==> src/rtl/apb_pkg.sv <==
// Shared types and constants for the APB master bridge and the models that drive it.
package apb_pkg;

    typedef enum logic [1:0] {
        IDLE   = 2'd0,
        SETUP  = 2'd1,
        ACCESS = 2'd2,
        RESP   = 2'd3
    } apb_state_e;

    localparam int unsigned APB_DEFAULT_TIMEOUT = 16;

    // Register-bank slave map
    localparam logic [3:0] REG0 = 4'h0;
    localparam logic [3:0] REG1 = 4'h4;
    localparam logic [3:0] REG2 = 4'h8;
    localparam logic [3:0] REG3 = 4'hC;

endpackage

==> src/rtl/apb_wait_timer.sv <==
// ACCESS wait-state counter; flags the last cycle a transfer may stay in ACCESS.
module apb_wait_timer
    import apb_pkg::*;
#(
    parameter int unsigned TIMEOUT_CYCLES = APB_DEFAULT_TIMEOUT
) (
    input  logic PCLK,
    input  logic PRESETn,
    input  logic clear,
    input  logic enable,
    output logic expired
);

    localparam int unsigned CW = (TIMEOUT_CYCLES > 0) ? $clog2(TIMEOUT_CYCLES + 1) : 1;
    localparam logic [CW-1:0] LAST = (TIMEOUT_CYCLES > 0) ? CW'(TIMEOUT_CYCLES - 1) : '0;
    localparam logic TIMEOUT_ON = (TIMEOUT_CYCLES > 0);

    logic [CW-1:0] count;

    always_ff @(posedge PCLK or negedge PRESETn) begin
        if (!PRESETn) begin
            count <= '0;
        end else if (clear) begin
            count <= '0;
        end else if (enable && !expired) begin
            count <= count + 1'b1;
        end
    end

    // A ready slave on the LAST cycle still wins; the FSM checks PREADY first.
    assign expired = TIMEOUT_ON && (count == LAST);

endmodule

==> src/rtl/apb_master_bridge.sv <==
// Valid/ready request/response front end driving single APB3 transfers with a wait-state timeout.
//
//   state  | meaning
//   IDLE   | req_ready=1, waiting for a request
//   SETUP  | PSEL=1, PENABLE=0, one cycle
//   ACCESS | PSEL=1, PENABLE=1, waiting for PREADY or timeout
//   RESP   | rsp_valid=1, holding response until rsp_ready
module apb_master_bridge
    import apb_pkg::*;
#(
    parameter int unsigned ADDR_WIDTH     = 4,
    parameter int unsigned DATA_WIDTH     = 32,
    parameter int unsigned TIMEOUT_CYCLES = APB_DEFAULT_TIMEOUT
) (
    input  logic                  PCLK,
    input  logic                  PRESETn,
    input  logic                  req_valid,
    output logic                  req_ready,
    input  logic                  req_write,
    input  logic [ADDR_WIDTH-1:0] req_addr,
    input  logic [DATA_WIDTH-1:0] req_wdata,
    output logic                  rsp_valid,
    input  logic                  rsp_ready,
    output logic [DATA_WIDTH-1:0] rsp_rdata,
    output logic                  rsp_error,
    output logic                  PSEL,
    output logic                  PENABLE,
    output logic                  PWRITE,
    output logic [ADDR_WIDTH-1:0] PADDR,
    output logic [DATA_WIDTH-1:0] PWDATA,
    input  logic [DATA_WIDTH-1:0] PRDATA,
    input  logic                  PREADY
);

    apb_state_e            state_q, state_d;
    logic                  psel_d, penable_d, pwrite_d;
    logic [ADDR_WIDTH-1:0] paddr_d;
    logic [DATA_WIDTH-1:0] pwdata_d;
    logic                  rsp_valid_d, rsp_error_d;
    logic [DATA_WIDTH-1:0] rsp_rdata_d;
    logic                  accept;
    logic                  wait_expired;

    assign req_ready = (state_q == IDLE);
    assign accept    = req_valid && req_ready;

    apb_wait_timer #(
        .TIMEOUT_CYCLES (TIMEOUT_CYCLES)
    ) u_wait_timer (
        .PCLK    (PCLK),
        .PRESETn (PRESETn),
        .clear   (accept),
        .enable  ((state_q == ACCESS) && !PREADY),
        .expired (wait_expired)
    );

    always_ff @(posedge PCLK or negedge PRESETn) begin
        if (!PRESETn) begin
            state_q   <= IDLE;
            PSEL      <= 1'b0;
            PENABLE   <= 1'b0;
            PWRITE    <= 1'b0;
            PADDR     <= '0;
            PWDATA    <= '0;
            rsp_valid <= 1'b0;
            rsp_rdata <= '0;
            rsp_error <= 1'b0;
        end else begin
            state_q   <= state_d;
            PSEL      <= psel_d;
            PENABLE   <= penable_d;
            PWRITE    <= pwrite_d;
            PADDR     <= paddr_d;
            PWDATA    <= pwdata_d;
            rsp_valid <= rsp_valid_d;
            rsp_rdata <= rsp_rdata_d;
            rsp_error <= rsp_error_d;
        end
    end

    // Address/direction/data hold their last values after a transfer ends.
    always_comb begin
        state_d     = state_q;
        psel_d      = PSEL;
        penable_d   = PENABLE;
        pwrite_d    = PWRITE;
        paddr_d     = PADDR;
        pwdata_d    = PWDATA;
        rsp_valid_d = rsp_valid;
        rsp_rdata_d = rsp_rdata;
        rsp_error_d = rsp_error;

        unique case (state_q)
            IDLE: begin
                if (accept) begin
                    state_d   = SETUP;
                    psel_d    = 1'b1;
                    penable_d = 1'b0;
                    pwrite_d  = req_write;
                    paddr_d   = req_addr;
                    pwdata_d  = req_write ? req_wdata : '0;
                end
            end
            SETUP: begin
                state_d   = ACCESS;
                penable_d = 1'b1;
            end
            ACCESS: begin
                if (PREADY) begin
                    state_d     = RESP;
                    psel_d      = 1'b0;
                    penable_d   = 1'b0;
                    rsp_valid_d = 1'b1;
                    rsp_rdata_d = PWRITE ? '0 : PRDATA;
                    rsp_error_d = 1'b0;
                end else if (wait_expired) begin
                    state_d     = RESP;
                    psel_d      = 1'b0;
                    penable_d   = 1'b0;
                    rsp_valid_d = 1'b1;
                    rsp_rdata_d = '0;
                    rsp_error_d = 1'b1;
                end
            end
            RESP: begin
                if (rsp_ready) begin
                    state_d     = IDLE;
                    rsp_valid_d = 1'b0;
                end
            end
            default: begin
                state_d   = IDLE;
                psel_d    = 1'b0;
                penable_d = 1'b0;
            end
        endcase
    end

endmodule

==> config.mk <==
export PLATFORM = sky130hd
export DESIGN_NAME = apb_master_bridge
export DESIGN_NICKNAME = d
export VERILOG_FILES = /design/src/rtl/apb_pkg.sv /design/src/rtl/apb_wait_timer.sv /design/src/rtl/apb_master_bridge.sv
export SDC_FILE = /design/constraint.sdc
export NUM_CORES = 1
export LEC_CHECK = 0
export CAP_MARGIN = 25
export CORE_UTILIZATION = 45
export CTS_CLUSTER_DIAMETER = 200
export CTS_CLUSTER_SIZE = 16
export DETAILED_ROUTE_END_ITERATION = 8
export PLACE_DENSITY = 0.93
export SETUP_SLACK_MARGIN = 0.4
export SLEW_MARGIN = 20
export SYNTH_ARGS = -nofsm -noshare
export SYNTH_HDL_FRONTEND = slang
export SYNTH_SLANG_ARGS = --single-unit
==> constraint.sdc <==
create_clock -name PCLK -period 4.9 [get_ports PCLK]
set_clock_uncertainty 0.15 [all_clocks]
set_input_delay 1.47 -clock PCLK [delete_from_list [all_inputs] [get_ports PCLK]]
set_output_delay 1.47 -clock PCLK [all_outputs]
set_load 0.005 [all_outputs]
Yosys cells after proc, flatten, opt, wreduce, memory -nomap -nowiden

Cells that the tools add are included.

Bits of input ports: 74
Output and inout bits: 74
Flip-flop bits (word level): 80

Multiplexer cells: 22
Eq/ne operators: 7
Add/sub/neg operators: 1
Reduce and logical (&&, ||, !) cells: 17

Operators with widths:

| operator                                              | count |
|---|---|
| 2-to-1 mux 32 bit                                     | 4 |
| AND reduction 3 bit                                   | 4 |
| 2-to-1 mux 5 bit                                      | 2 |
| 2-to-1 mux 1 bit                                      | 8 |
| 2-to-1 mux 2 bit                                      | 4 |
| one-hot mux 2 bit (4 select lines)                    | 1 |
| nonzero test 2 bit                                    | 4 |
| adder 5 x 1 -> 5 bit, second input constant           | 1 |
| == test 5 x 4 -> 1 bit, second input constant         | 1 |
| == test 2 bit, second input constant                  | 2 |
| one-hot mux 1 bit (2 select lines)                    | 2 |
| AND reduction 2 bit                                   | 2 |
| logical AND 1 bit                                     | 3 |
| inequality test 3 x 2 -> 1 bit, second input constant | 1 |
| one-hot mux 1 bit (3 select lines)                    | 1 |
| nonzero test 3 bit                                    | 1 |
| == test 2 x 1 -> 1 bit, second input constant         | 1 |
| logical NOT 1 bit                                     | 2 |
| logical NOT 2 bit                                     | 1 |
| inequality test 2 x 1 -> 1 bit, second input constant | 1 |
| inequality test 2 bit, second input constant          | 1 |

Longest topological paths before layout

Depth after elaboration: 5
Mapped depth: 8
Gate-level depth less buffers: 6

Hierarchy

A second synthesis with hierarchy kept.

Cell total of the unflattened synthesis: 348
Area total of the unflattened synthesis: 3408.3 um^2

Modules (own cells, without submodules):

| module            | cells each | area an instance (um^2) | sequential area each (um^2) | times used |
|---|---|---|---|---|
| apb_master_bridge | 325        | 3148.0                  | 1876.8                      | 1 |
| apb_wait_timer    | 23         | 260.2                   | 125.1                       | 1 |

Worst setup path before layout

Ideal clock, no wire load.

Path type: input port to flip-flop
Start point: in PREADY
End point: reg u_wait_timer.count[3]
Path slack: 2326 ps
Path buffers: 0
Arrival time: 2346 ps
Library setup time: 78 ps
Stages: 3
Cell sequence: or3b_1 > or3_1 > a21oi_1

Word-level cells in the longest chain between the ends: 4

Ends and longest elaborated chain:

| element                             | RTL line                | RTL |
|---|---|---|
| start, declared                     | apb_master_bridge.sv:32 | `input logic PREADY` |
| logical NOT 1 bit                   | apb_master_bridge.sv:53 | `.enable ((state_q == ACCESS) && !PREADY),` |
| logical AND 1 bit                   | apb_master_bridge.sv:53 |  |
| logical AND 1 bit                   | apb_wait_timer.sv:25    | `end else if (enable && !expired) begin` |
| nonzero test 2 bit (no source line) | n/a                     |  |
| end signal, assigned                | apb_wait_timer.sv:26    | `count <= count + 1'b1;` |
| end, declared                       | apb_wait_timer.sv:18    | `logic [CW-1:0] count;` |

No other way between the ends.
A chain may end at the register's enable or synchronous reset.

Worst setup path in the final report

Start point: reg state_q[0]
End point: out req_ready

Word-level cells in the longest chain between the ends: 1

Ends and longest elaborated chain:

| element                | RTL line                | RTL |
|---|---|---|
| start, declared        | apb_master_bridge.sv:35 | `apb_state_e state_q, state_d;` |
| start signal, assigned | apb_master_bridge.sv:69 | `state_q <= state_d;` |
| logical NOT 2 bit      | apb_master_bridge.sv:44 | `assign req_ready = (state_q == IDLE);` |
| end, declared          | apb_master_bridge.sv:18 | `output logic req_ready,` |

No other way between the ends.

==> flow_summary.json <==
{
  "status": "finished, final reports clean",
  "holdPathEnd": "PWDATA[22]",
  "gp_congestion": 0.775,
  "areaGrowthSynthToFinish_pct": 53.5,
  "dpl.hpwl_um": 6230,
  "synth_top_area_cell": "dfrtp_1",
  "dr.first_iter.drc_count": 100,
  "cts_hold_buf": 0,
  "grt_max_degree": 81,
  "cts.reportedPaths.clkPinSlew_ps": 70,
  "mostFrequentLayoutCell": "nand2_1",
  "power.leakage_nw": 2.35,
  "synth.avg_cell_area_um2": 9.22,
  "fillers": 477,
  "holdWs_ps": 315,
  "crit_fanout": 5,
  "wire_per_inst_um": 14.8,
  "insertion_delay_ps": 340,
  "min_path_cells": 2,
  "boundaryPins": 148,
  "dieArea_um2": 7680,
  "yosys.area.top_type_share_pct": 60.6,
  "cts_setup_buffers": 0,
  "track_usage_pct": 23.5,
  "reg2reg_to": "rsp_rdata[5]",
  "tritoncts": "done",
  "drive_above_1_share_pct": 5.18,
  "power_density_nw_per_um2": 539,
  "grt_pass1_vias": 2979,
  "grt_overflow_total": 0,
  "netlist_instances": 358,
  "h-tree-depth": 3,
  "clock.fmax_ghz": 0.304,
  "tightest_slew_ps": 568,
  "power.total_w": 0.00273,
  "netlist_area_um2": 3300,
  "cts_resized": 0,
  "cts_root_buf": "clkbuf_8",
  "synthArstFlopShare_pct": 100,
  "ys_seq_area_share_pct": 60.6,
  "ff2ff_setup_slack_ps": 2670,
  "slew_viol_final": 0,
  "crit_required_ps": 3280,
  "ys_types": 26,
  "clock_sinks": 80,
  "ir_drop_v": 0.000268,
  "worstRegToRegCells": 6,
  "place.port_buffers": 147,
  "end_kind": "output pin",
  "rsz0062_at_grt": "false",
  "num_antenna_cells": 0,
  "drc_errors": 0,
  "antenna_found_initial": 0,
  "cts-buffers-inserted": 9,
  "vias": 2979,
  "dp_cells": 583,
  "die_w_um": 87.7,
  "nets": 581,
  "ys_warn_count": 0,
  "hold_viol_final": 0,
  "cts_buffer_depth": 2,
  "slew_headroom_pct": 62.1,
  "coreArea_um2": 6940,
  "period_share_pct": 67.0,
  "hold_path_class": "reg2reg",
  "start_util_pct": 47.5,
  "die_y_um": 87.7,
  "tns_ps": 0,
  "min_period_ps": 3280,
  "min_from": "PWDATA[22]",
  "cp_data_arrival_time_ps": 1660,
  "yosys-top-cells-area": "dfrtp_1, nand2_1, o21ai_0",
  "grt_pass1_wl_um": 13800,
  "drv_cap": 0,
  "worstSetupPathType": "reg2out",
  "vias_per_cell": 4.98,
  "rows": 30,
  "ys.flop_type": "dfrtp_1",
  "most-common-layout-cells": "nand2_1, clkdlybuf4s50_1, dfrtp_1",
  "r2r-start": "u_wait_timer.count[0]",
  "cp-start-kind": "register",
  "stdcell_count": 598,
  "final_antenna_net_count": 0,
  "first_pass_iters": 4,
  "routed_wl_um": 8850,
  "syn_nets": 440,
  "ys_ff_latch": 80,
  "setup_viol_count_final": 0,
  "final_core_util_pct": 73.0,
  "synth-edff-count": 0
}
synth_stat cells (2+ instances only):
master    instances
clkbuf_1         15
nand2_1         147
buf_2             6
nor2_1            4
nand3_1          33
buf_1             2
a21oi_1           3
dfrtp_1          80
nor2b_1           3
xnor2_1           2
o21ai_0          34
mux2_2            2
ha_1              8
mux2i_1           2
nor3_1            2
inv_1             5
flip-flops by register name (all words and copies together), names as in the netlist, 2 cells and up:
signal and flops:
rsp_rdata 32, PWDATA 32, u_wait_timer.count 5, state_q 2, PADDR 4
per-stage QoR:
step	instance area, um2	worst slack, ps
after floorplan	3300	2330
after global placement	4840	1710
after detailed placement	4860	1660
after CTS	5050	1590
after global routing	5070	1540
final	5070	1620
final cells by class:
cell class / instances / area [um2] / share of cell area [%]
Sequential cell: 80 / 2000 / 39.5
Clock buffer: 11 / 151 / 2.99
Tap cell: 96 / 120 / 2.37
Clock inverter: 3 / 42.5 / 0.839
Multi-Input combinational cell: 250 / 1200 / 23.7
Timing Repair Buffer: 153 / 1530 / 30.3
Inverter: 5 / 18.8 / 0.370
worst max-delay path, cell delays in order (launching register included):
cell and delay, ps:
dfrtp_1 420, inv_1 140, ha_1 250, clkdlybuf4s50_1 520
worst max path at each step:
stage	depth (start not counted)	start	to
finish	3	state_q[0]	req_ready
global placement	4	PREADY	u_wait_timer.count[3]
detailed placement	4	PREADY	u_wait_timer.count[3]
floorplan	3	PREADY	u_wait_timer.count[3]
global route	3	state_q[0]	req_ready
CTS	3	state_q[0]	req_ready
report_power, final:
part           switching, W  internal, W
clock network      0.000226     0.000257
logic              0.000493     0.000659
registers          0.000162     0.000936
total              0.000881      0.00185
layer usage:
layer  vias to the layer above  global-route usage (%)  part of all wire (%)
li1                       1430                       -                     -
met1                      1416                    27.5                    41
met2                       124                    40.5                    49
met3                         9                    8.77                   8.9
met4                         0                    7.30                   1.1
met5                         -                       0                     0
logic make-up after synthesis:
group	count (synthesis)	share of synthesized area, %
buffers and inverters	28	3.41
XOR/XNOR	2	0.531
multiplexers	4	1.29
adder cells (fa/ha/maj)	8	3.03
AND/OR/NAND/NOR	195	24.6
flip-flops	80	60.6
AO/OA/AOI/OAI	41	6.56
Note: power is estimated with default switching activity, not from simulation.
